===== config.mk =====
export PLATFORM = sky130hd
export DESIGN_NAME = snitch_axi_rom_responder_flat
export DESIGN_NICKNAME = d
export VERILOG_FILES = /design/src/rtl/snitch_axi_rom_responder_if.sv /design/src/rtl/snitch_axi_rom_responder.sv /design/src/flat_wrapper.sv
export SDC_FILE = /design/constraint.sdc
export NUM_CORES = 1
export LEC_CHECK = 0
export ABC_AREA = 0
export ABC_CLOCK_PERIOD_IN_PS = 9960
export BUFFER_PORTS_ARGS = -buffer_cell sky130_fd_sc_hd__buf_2
export CORE_AREA = 3 3 131 259
export DETAILED_ROUTE_END_ITERATION = 6
export DIE_AREA = 0 0 134 262
export PLACE_DENSITY_LB_ADDON = 0.12
export SLEW_MARGIN = 0
export SYNTH_ARGS = -nofsm -noshare
export SYNTH_HDL_FRONTEND = slang
export SYNTH_SLANG_ARGS = --single-unit

===== constraint.sdc =====
create_clock -name clk_i -period 9.96 [get_ports clk_i]
set_clock_uncertainty 0.1 [all_clocks]
set_input_delay 1.494 -clock clk_i [delete_from_list [all_inputs] [get_ports clk_i]]
set_output_delay 1.494 -clock clk_i [all_outputs]
set_load 0.05 [all_outputs]

===== src/rtl/snitch_axi_rom_responder_if.sv =====
// AXI4 channel bundle between a read-only memory responder and the master driving it.
// Only the fields the responder consumes or produces are carried.
interface snitch_axi_rom_responder_if #(
    parameter int unsigned AxiAddrWidth = 32,
    parameter int unsigned AxiDataWidth = 64,
    parameter int unsigned AxiIdWidth   = 2,
    parameter int unsigned AxiUserWidth = 1
);
    logic                    aw_valid;
    logic                    aw_ready;
    logic [AxiIdWidth-1:0]   aw_id;

    logic                    w_valid;
    logic                    w_ready;
    logic                    w_last;

    logic                    b_valid;
    logic                    b_ready;
    logic [AxiIdWidth-1:0]   b_id;
    logic [1:0]              b_resp;
    logic [AxiUserWidth-1:0] b_user;

    logic                    ar_valid;
    logic                    ar_ready;
    logic [AxiIdWidth-1:0]   ar_id;
    logic [AxiAddrWidth-1:0] ar_addr;
    logic [7:0]              ar_len;
    logic [2:0]              ar_size;
    logic [1:0]              ar_burst;

    logic                    r_valid;
    logic                    r_ready;
    logic [AxiIdWidth-1:0]   r_id;
    logic [AxiDataWidth-1:0] r_data;
    logic [1:0]              r_resp;
    logic                    r_last;
    logic [AxiUserWidth-1:0] r_user;

    modport master (
        output aw_valid, aw_id, w_valid, w_last, b_ready,
               ar_valid, ar_id, ar_addr, ar_len, ar_size, ar_burst, r_ready,
        input  aw_ready, w_ready, b_valid, b_id, b_resp, b_user,
               ar_ready, r_valid, r_id, r_data, r_resp, r_last, r_user
    );

    modport slave (
        input  aw_valid, aw_id, w_valid, w_last, b_ready,
               ar_valid, ar_id, ar_addr, ar_len, ar_size, ar_burst, r_ready,
        output aw_ready, w_ready, b_valid, b_id, b_resp, b_user,
               ar_ready, r_valid, r_id, r_data, r_resp, r_last, r_user
    );
endinterface


===== src/rtl/snitch_axi_rom_responder.sv =====
// AXI4 read-only responder: serves in-order R bursts from a 1-cycle synchronous SRAM
// through a tagged pipeline stage and a 2-entry fall-through FIFO; writes get SLVERR.
module snitch_axi_rom_responder #(
    parameter int unsigned AxiAddrWidth = 32,
    parameter int unsigned AxiDataWidth = 64,
    parameter int unsigned AxiIdWidth   = 2,
    parameter int unsigned AxiUserWidth = 1,
    parameter int unsigned MemWords     = 1024
) (
    input  logic                        clk_i,
    input  logic                        rst_i,
    snitch_axi_rom_responder_if.slave   axi,
    output logic                        mem_req_o,
    output logic [$clog2(MemWords)-1:0] mem_addr_o,
    input  logic [AxiDataWidth-1:0]     mem_rdata_i
);
    localparam int unsigned StrbW = AxiDataWidth / 8;
    localparam int unsigned OffW  = $clog2(StrbW);
    localparam int unsigned IdxW  = $clog2(MemWords);
    localparam logic [AxiAddrWidth-1:0] MemLimit = AxiAddrWidth'(MemWords);
    localparam logic [AxiAddrWidth-1:0] AddrStep = AxiAddrWidth'(StrbW);
    localparam logic [1:0] BurstFixed = 2'b00;
    localparam logic [1:0] BurstWrap  = 2'b10;
    localparam logic [1:0] RespOkay   = 2'b00;
    localparam logic [1:0] RespSlvErr = 2'b10;
    localparam logic [1:0] RespDecErr = 2'b11;

    typedef enum logic       {R_IDLE, R_BURST}         r_state_e;
    typedef enum logic [1:0] {W_IDLE, W_DATA, W_RESP}  w_state_e;

    r_state_e                r_state_q, r_state_d;
    w_state_e                w_state_q, w_state_d;
    logic                    rdy_q;

    logic [AxiIdWidth-1:0]   ar_id_q, ar_id_d;
    logic [AxiAddrWidth-1:0] addr_q, addr_d;
    logic [7:0]              len_cnt_q, len_cnt_d;
    logic [1:0]              burst_q, burst_d;
    logic [2:0]              size_q, size_d;
    logic [AxiIdWidth-1:0]   aw_id_q, aw_id_d;

    logic                    vld_p1_q, vld_p1_d;
    logic [AxiIdWidth-1:0]   id_p1_q, id_p1_d;
    logic [1:0]              resp_p1_q, resp_p1_d;
    logic                    last_p1_q, last_p1_d;

    logic [AxiIdWidth-1:0]   fifo_id_q   [2];
    logic [AxiIdWidth-1:0]   fifo_id_d   [2];
    logic [AxiDataWidth-1:0] fifo_data_q [2];
    logic [AxiDataWidth-1:0] fifo_data_d [2];
    logic [1:0]              fifo_resp_q [2];
    logic [1:0]              fifo_resp_d [2];
    logic                    fifo_last_q [2];
    logic                    fifo_last_d [2];
    logic                    head_q, head_d;
    logic [1:0]              fifo_cnt_q, fifo_cnt_d;

    logic                    issue;
    logic [1:0]              beat_resp;
    logic [AxiAddrWidth-1:0] word_idx;
    logic [AxiDataWidth-1:0] data_p1;
    logic                    push, pop, wr_ptr;

    // Control state: cleared asynchronously so every handshake output drops at once.
    always_ff @(posedge clk_i or posedge rst_i) begin
        if (rst_i) begin
            r_state_q  <= R_IDLE;
            w_state_q  <= W_IDLE;
            rdy_q      <= 1'b0;
            vld_p1_q   <= 1'b0;
            head_q     <= 1'b0;
            fifo_cnt_q <= 2'd0;
        end else begin
            r_state_q  <= r_state_d;
            w_state_q  <= w_state_d;
            rdy_q      <= 1'b1;
            vld_p1_q   <= vld_p1_d;
            head_q     <= head_d;
            fifo_cnt_q <= fifo_cnt_d;
        end
    end

    // Payload registers are qualified by the control state above and need no reset.
    always_ff @(posedge clk_i) begin
        ar_id_q     <= ar_id_d;
        addr_q      <= addr_d;
        len_cnt_q   <= len_cnt_d;
        burst_q     <= burst_d;
        size_q      <= size_d;
        aw_id_q     <= aw_id_d;
        id_p1_q     <= id_p1_d;
        resp_p1_q   <= resp_p1_d;
        last_p1_q   <= last_p1_d;
        fifo_id_q   <= fifo_id_d;
        fifo_data_q <= fifo_data_d;
        fifo_resp_q <= fifo_resp_d;
        fifo_last_q <= fifo_last_d;
    end

    // Issue stage: credit check, response classification, SRAM strobe.
    always_comb begin
        word_idx  = addr_q >> OffW;
        issue     = (r_state_q == R_BURST) && ((fifo_cnt_q + {1'b0, vld_p1_q}) < 2'd2);
        beat_resp = RespOkay;
        if ((burst_q == BurstWrap) || (size_q != 3'(OffW))) begin
            beat_resp = RespSlvErr;
        end else if (word_idx >= MemLimit) begin
            beat_resp = RespDecErr;
        end
        mem_req_o    = issue && (beat_resp == RespOkay);
        mem_addr_o   = mem_req_o ? word_idx[IdxW-1:0] : '0;
        axi.ar_ready = (r_state_q == R_IDLE) && rdy_q;
    end

    always_comb begin
        r_state_d = r_state_q;
        ar_id_d   = ar_id_q;
        addr_d    = addr_q;
        len_cnt_d = len_cnt_q;
        burst_d   = burst_q;
        size_d    = size_q;
        unique case (r_state_q)
            R_IDLE: begin
                if (axi.ar_valid && axi.ar_ready) begin
                    ar_id_d   = axi.ar_id;
                    addr_d    = axi.ar_addr;
                    len_cnt_d = axi.ar_len;
                    burst_d   = axi.ar_burst;
                    size_d    = axi.ar_size;
                    r_state_d = R_BURST;
                end
            end
            R_BURST: begin
                if (issue) begin
                    if (len_cnt_q == 8'd0) begin
                        r_state_d = R_IDLE;
                    end else begin
                        len_cnt_d = len_cnt_q - 8'd1;
                    end
                    if (burst_q != BurstFixed) begin
                        addr_d = addr_q + AddrStep;
                    end
                end
            end
            default: r_state_d = R_IDLE;
        endcase
    end

    // Stage p1: beat tag travels alongside the SRAM read it waits on.
    always_comb begin
        vld_p1_d  = issue;
        id_p1_d   = ar_id_q;
        resp_p1_d = beat_resp;
        last_p1_d = (len_cnt_q == 8'd0);
    end

    // R FIFO: the p1 beat bypasses straight to R when the FIFO is empty.
    always_comb begin
        data_p1     = (resp_p1_q == RespOkay) ? mem_rdata_i : '0;
        push        = vld_p1_q && !((fifo_cnt_q == 2'd0) && axi.r_ready);
        pop         = (fifo_cnt_q != 2'd0) && axi.r_ready;
        wr_ptr      = head_q ^ fifo_cnt_q[0];
        fifo_id_d   = fifo_id_q;
        fifo_data_d = fifo_data_q;
        fifo_resp_d = fifo_resp_q;
        fifo_last_d = fifo_last_q;
        if (push) begin
            fifo_id_d[wr_ptr]   = id_p1_q;
            fifo_data_d[wr_ptr] = data_p1;
            fifo_resp_d[wr_ptr] = resp_p1_q;
            fifo_last_d[wr_ptr] = last_p1_q;
        end
        head_d     = head_q ^ pop;
        fifo_cnt_d = fifo_cnt_q + 2'(push) - 2'(pop);

        if (fifo_cnt_q != 2'd0) begin
            axi.r_id   = fifo_id_q[head_q];
            axi.r_data = fifo_data_q[head_q];
            axi.r_resp = fifo_resp_q[head_q];
            axi.r_last = fifo_last_q[head_q];
        end else begin
            axi.r_id   = id_p1_q;
            axi.r_data = data_p1;
            axi.r_resp = resp_p1_q;
            axi.r_last = last_p1_q;
        end
        axi.r_valid = (fifo_cnt_q != 2'd0) || vld_p1_q;
        axi.r_user  = '0;
    end

    // Write path: drain the burst, then answer with a single SLVERR.
    always_comb begin
        w_state_d = w_state_q;
        aw_id_d   = aw_id_q;
        unique case (w_state_q)
            W_IDLE: begin
                if (axi.aw_valid && rdy_q) begin
                    aw_id_d   = axi.aw_id;
                    w_state_d = W_DATA;
                end
            end
            W_DATA: if (axi.w_valid && axi.w_last) w_state_d = W_RESP;
            W_RESP: if (axi.b_ready) w_state_d = W_IDLE;
            default: w_state_d = W_IDLE;
        endcase
    end

    always_comb begin
        axi.aw_ready = (w_state_q == W_IDLE) && rdy_q;
        axi.w_ready  = (w_state_q == W_DATA);
        axi.b_valid  = (w_state_q == W_RESP);
        axi.b_id     = aw_id_q;
        axi.b_resp   = RespSlvErr;
        axi.b_user   = '0;
    end
endmodule


===== src/flat_wrapper.sv =====
// flat-port wrapper written by rule: the top's interface ports become plain ports
module snitch_axi_rom_responder_flat 
#(
    parameter int unsigned AxiAddrWidth = 32,
    parameter int unsigned AxiDataWidth = 64,
    parameter int unsigned AxiIdWidth   = 2,
    parameter int unsigned AxiUserWidth = 1,
    parameter int unsigned MemWords     = 1024
)
  (clk_i, rst_i, mem_req_o, mem_addr_o, mem_rdata_i, axi_aw_valid, axi_aw_id, axi_w_valid, axi_w_last, axi_b_ready, axi_ar_valid, axi_ar_id, axi_ar_addr, axi_ar_len, axi_ar_size, axi_ar_burst, axi_r_ready, axi_aw_ready, axi_w_ready, axi_b_valid, axi_b_id, axi_b_resp, axi_b_user, axi_ar_ready, axi_r_valid, axi_r_id, axi_r_data, axi_r_resp, axi_r_last, axi_r_user);
  snitch_axi_rom_responder_if #(.AxiAddrWidth(AxiAddrWidth), .AxiDataWidth(AxiDataWidth), .AxiIdWidth(AxiIdWidth), .AxiUserWidth(AxiUserWidth)) axi_i ();
  input  logic clk_i;
  input  logic rst_i;
  output logic mem_req_o;
  output logic [$clog2(MemWords)-1:0] mem_addr_o;
  input  logic [AxiDataWidth-1:0] mem_rdata_i;
  input wire logic [$bits(axi_i.aw_valid)-1:0] axi_aw_valid;
  input wire logic [$bits(axi_i.aw_id)-1:0] axi_aw_id;
  input wire logic [$bits(axi_i.w_valid)-1:0] axi_w_valid;
  input wire logic [$bits(axi_i.w_last)-1:0] axi_w_last;
  input wire logic [$bits(axi_i.b_ready)-1:0] axi_b_ready;
  input wire logic [$bits(axi_i.ar_valid)-1:0] axi_ar_valid;
  input wire logic [$bits(axi_i.ar_id)-1:0] axi_ar_id;
  input wire logic [$bits(axi_i.ar_addr)-1:0] axi_ar_addr;
  input wire logic [$bits(axi_i.ar_len)-1:0] axi_ar_len;
  input wire logic [$bits(axi_i.ar_size)-1:0] axi_ar_size;
  input wire logic [$bits(axi_i.ar_burst)-1:0] axi_ar_burst;
  input wire logic [$bits(axi_i.r_ready)-1:0] axi_r_ready;
  output wire logic [$bits(axi_i.aw_ready)-1:0] axi_aw_ready;
  output wire logic [$bits(axi_i.w_ready)-1:0] axi_w_ready;
  output wire logic [$bits(axi_i.b_valid)-1:0] axi_b_valid;
  output wire logic [$bits(axi_i.b_id)-1:0] axi_b_id;
  output wire logic [$bits(axi_i.b_resp)-1:0] axi_b_resp;
  output wire logic [$bits(axi_i.b_user)-1:0] axi_b_user;
  output wire logic [$bits(axi_i.ar_ready)-1:0] axi_ar_ready;
  output wire logic [$bits(axi_i.r_valid)-1:0] axi_r_valid;
  output wire logic [$bits(axi_i.r_id)-1:0] axi_r_id;
  output wire logic [$bits(axi_i.r_data)-1:0] axi_r_data;
  output wire logic [$bits(axi_i.r_resp)-1:0] axi_r_resp;
  output wire logic [$bits(axi_i.r_last)-1:0] axi_r_last;
  output wire logic [$bits(axi_i.r_user)-1:0] axi_r_user;
  assign axi_i.aw_valid = axi_aw_valid;
  assign axi_i.aw_id = axi_aw_id;
  assign axi_i.w_valid = axi_w_valid;
  assign axi_i.w_last = axi_w_last;
  assign axi_i.b_ready = axi_b_ready;
  assign axi_i.ar_valid = axi_ar_valid;
  assign axi_i.ar_id = axi_ar_id;
  assign axi_i.ar_addr = axi_ar_addr;
  assign axi_i.ar_len = axi_ar_len;
  assign axi_i.ar_size = axi_ar_size;
  assign axi_i.ar_burst = axi_ar_burst;
  assign axi_i.r_ready = axi_r_ready;
  assign axi_aw_ready = axi_i.aw_ready;
  assign axi_w_ready = axi_i.w_ready;
  assign axi_b_valid = axi_i.b_valid;
  assign axi_b_id = axi_i.b_id;
  assign axi_b_resp = axi_i.b_resp;
  assign axi_b_user = axi_i.b_user;
  assign axi_ar_ready = axi_i.ar_ready;
  assign axi_r_valid = axi_i.r_valid;
  assign axi_r_id = axi_i.r_id;
  assign axi_r_data = axi_i.r_data;
  assign axi_r_resp = axi_i.r_resp;
  assign axi_r_last = axi_i.r_last;
  assign axi_r_user = axi_i.r_user;
  snitch_axi_rom_responder #(.AxiAddrWidth(AxiAddrWidth), .AxiDataWidth(AxiDataWidth), .AxiIdWidth(AxiIdWidth), .AxiUserWidth(AxiUserWidth), .MemWords(MemWords)) u_core (.clk_i(clk_i), .rst_i(rst_i), .axi(axi_i), .mem_req_o(mem_req_o), .mem_addr_o(mem_addr_o), .mem_rdata_i(mem_rdata_i));
endmodule

==> reports/qor.csv <==
metric,value,unit
clkLatencyLatePin,0.44,ns
wl_per_cell,17.3,µm
io_pins,212,
clockRootBuffer,clkbuf_16,
cp_max_fo,88,
route.final.wire_length,24100,µm
whs,0.263,ns
tritoncts,yes,
grt_pass1_vias,6315,
start_util,0.287,
grt_max_degree,89,
rows,93,
post_cts_buffers,0,
required,8.37,ns
synthCells,765,
firstDrtPassIters,7,
synth-seq-cells,197,
cts.path.max_buffers,2,
viasPerCell,4.49,
hold_start,u_core.ar_id_q[0],
cap_viol_max_count,0,
slew_viol_final,0,
die_w,134,µm
postRouteAntennaNets,0,
ys_warn_count,0,
area_growth,21.8,%
grt_pass1_wl,35900,µm
ys_top_cells_by_area,"edfxtp_1, mux2i_1, and2_1",
cp-startpoint,u_core.fifo_cnt_q[0],
drt_iter0_drc,252,
finalWorstSetupSlack,5.17,ns
p_leak,4.34,nW
critPathKind,reg -> out,
finalHoldViolCount,0,
cts_resized,0,
fin_setup_tns,0,ns
fp.dieH,262,µm
setup_violations,0,
fin_crit_sh,0.481,
port_buffers,204,
cts.sinks,197,
worstPathArrival,3.20,ns
syn_area,9240,µm²
final_common_cell,buf_2,
cts_hold_buf,0,
globalRoute.totalOverflow,0,
min_path_type,reg -> reg,
fmax,209,MHz
dr_total_vias,6245,
crit-reg2reg-launch,u_core.head_q,
power.internal,2.25,mW
antenna_found_initial,2,
layout.nets,1078,
clkTransAtPathRegs,0.07,ns
status,"complete, no violations",
hpwl,16600,µm
gp_congestion,0.739,
startpoint_type,flip-flop,
worst_pin_slew,1.07,ns
netSwitchingFraction,0.472,
die_area,35100,µm²
ir_drop,122,µV
syn_avg_cell_area,12.1,µm²
synth_edf_count,184,
netlist-cell-type-count,47,
yosysSeqAreaShare,0.630,
pre_cts_slack,5.51,ns
pwr-share-seq,0.379,
fin_util,0.349,
switching_power,2.01,mW
htree_num_levels,4,
ys.flop_type,edfxtp_1,
p_per_area,379,nW/µm²
layout_common_cells,"buf_2, edfxtp_1, nand2_1, o21ai_0, and2_1",
synthArstFlopShare,0.0406,
layout-drive-gt1-share,0.270,
p_clk_frac,0.158,
min_period,4.79,ns
grt_usage,0.137,
synth_top_area_frac,0.598,
comb_power_share,0.463,
slew_headroom,0.286,
rsz0062_at_grt,false,
core,32200,µm²
drc,0,
yosysTopAreaCell,edfxtp_1,
numCtsBuffers,17,
end_kind,primary output,
[cells in the mapped netlist, types with 3 or more instances]
cell,count
a31oi_1,13
or4_1,5
clkbuf_1,35
buf_1,3
nor2b_1,4
nand3_1,9
xnor2_1,18
dfxtp_1,5
or3_1,6
a31o_2,3
mux2_2,3
o21ai_0,74
nand4_1,8
and2_1,72
ha_1,6
and3_1,3
nand2b_1,3
dfrtp_1,8
xor2_1,6
buf_4,6
inv_1,19
a21oi_1,21
nor4_1,11
mux2i_1,69
o31ai_1,4
nor3_1,12
nand2_1,83
edfxtp_1,184
nor2_1,47
[power by group through the flow]
stage	registers (mW)	logic [mW]	clock network [mW]
floorplan	1.56	1.54	0
global placement	1.63	2.02	0
detailed placement	1.64	2.03	0
CTS	1.62	2.03	0.705
global route	1.66	2.14	0.733
finish	1.61	1.97	0.675
[cells by family (layout without fill, tap and decap cells)]
| group | Yosys count | after routing | synth area share |
|---|---|---|---|
| flip-flops | 197 | 197 | 0.630 |
| AND/OR/NAND/NOR | 277 | 277 | 0.157 |
| other | 2 | 7 | 0.000813 |
| multiplexers | 72 | 72 | 0.0784 |
| adder cells (fa/ha/maj) | 6 | 6 | 0.00812 |
| XOR/XNOR | 24 | 24 | 0.0227 |
| AO/OA/AOI/OAI | 121 | 121 | 0.0719 |
| buffers and inverters | 66 | 261 | 0.0301 |
[metal layers]
layer  up-vias  GRT usage  wire, µm
met3        21     0.0268       856
met1      2943      0.144      9050
li1       3148          -         -
met5         -          0         0
met4         0     0.0458       425
met2       133      0.266     13800
[stage by stage]
stage / instance area [µm²] / std cells / power, mW
5_1_grt: 11300 / 1392 / 4.53
2_1_floorplan: 9250 / 768 / 3.10
3_3_place_gp: 10700 / 1359 / 3.65
3_5_place_dp: 10700 / 1359 / 3.67
4_1_cts: 11300 / 1390 / 4.36
6_report: 11300 / 1392 / 4.26
[state kept, by name, summed over array words and instances (netlist names)]
register / count
u_core.fifo_data_q: 128
u_core.len_cnt_q: 8
u_core.axi.b_id: 2
u_core.head_q: 1
u_core.rdy_q: 1
u_core.addr_q: 29
u_core.burst_q: 2
u_core.r_state_q: 1
u_core.fifo_id_q: 4
u_core.ar_id_q: 2
u_core.fifo_resp_q: 4
u_core.last_p1_q: 1
u_core.fifo_cnt_q: 2
u_core.size_q: 3
u_core.vld_p1_q: 1
u_core.fifo_last_q: 2
u_core.resp_p1_q: 2
u_core.w_state_q: 2
u_core.id_p1_q: 2
[critical path, stage by stage, from the launching register on]
cell and delay [ns]:
dfrtp_1 0.47, nor2_4 0.83, buf_4 0.76, o21ai_0 0.35
buf_2 0.30
[cell type report]
type	instances	area, µm²
Multi-Input combinational cell	505	3180
Timing Repair Buffer	211	1070
Sequential cell	197	5830
Fill cell	3330	21000
Clock inverter	13	134
Tap cell	427	534
Inverter	19	71.3
Antenna cell	2	5.00
Clock buffer	18	429
[worst paths after layout]
| path | endpoint | slack (ns) | depth (start not counted) |
|---|---|---|---|
| max | axi_r_data[5] | 5.17 | 4 |
| min | u_core.id_p1_q[0] | 0.26 | 0 |
| max reg2reg | u_core.fifo_id_q[3] | 7.04 | 3 |
| min reg2reg | u_core.id_p1_q[0] | 0.26 | 0 |
| max in group asynchronous | u_core.head_q | 8.53 | 2 |
| min in group asynchronous | u_core.w_state_q[0] | 0.92 | 2 |
Note: power is estimated with default switching activity, not from simulation.
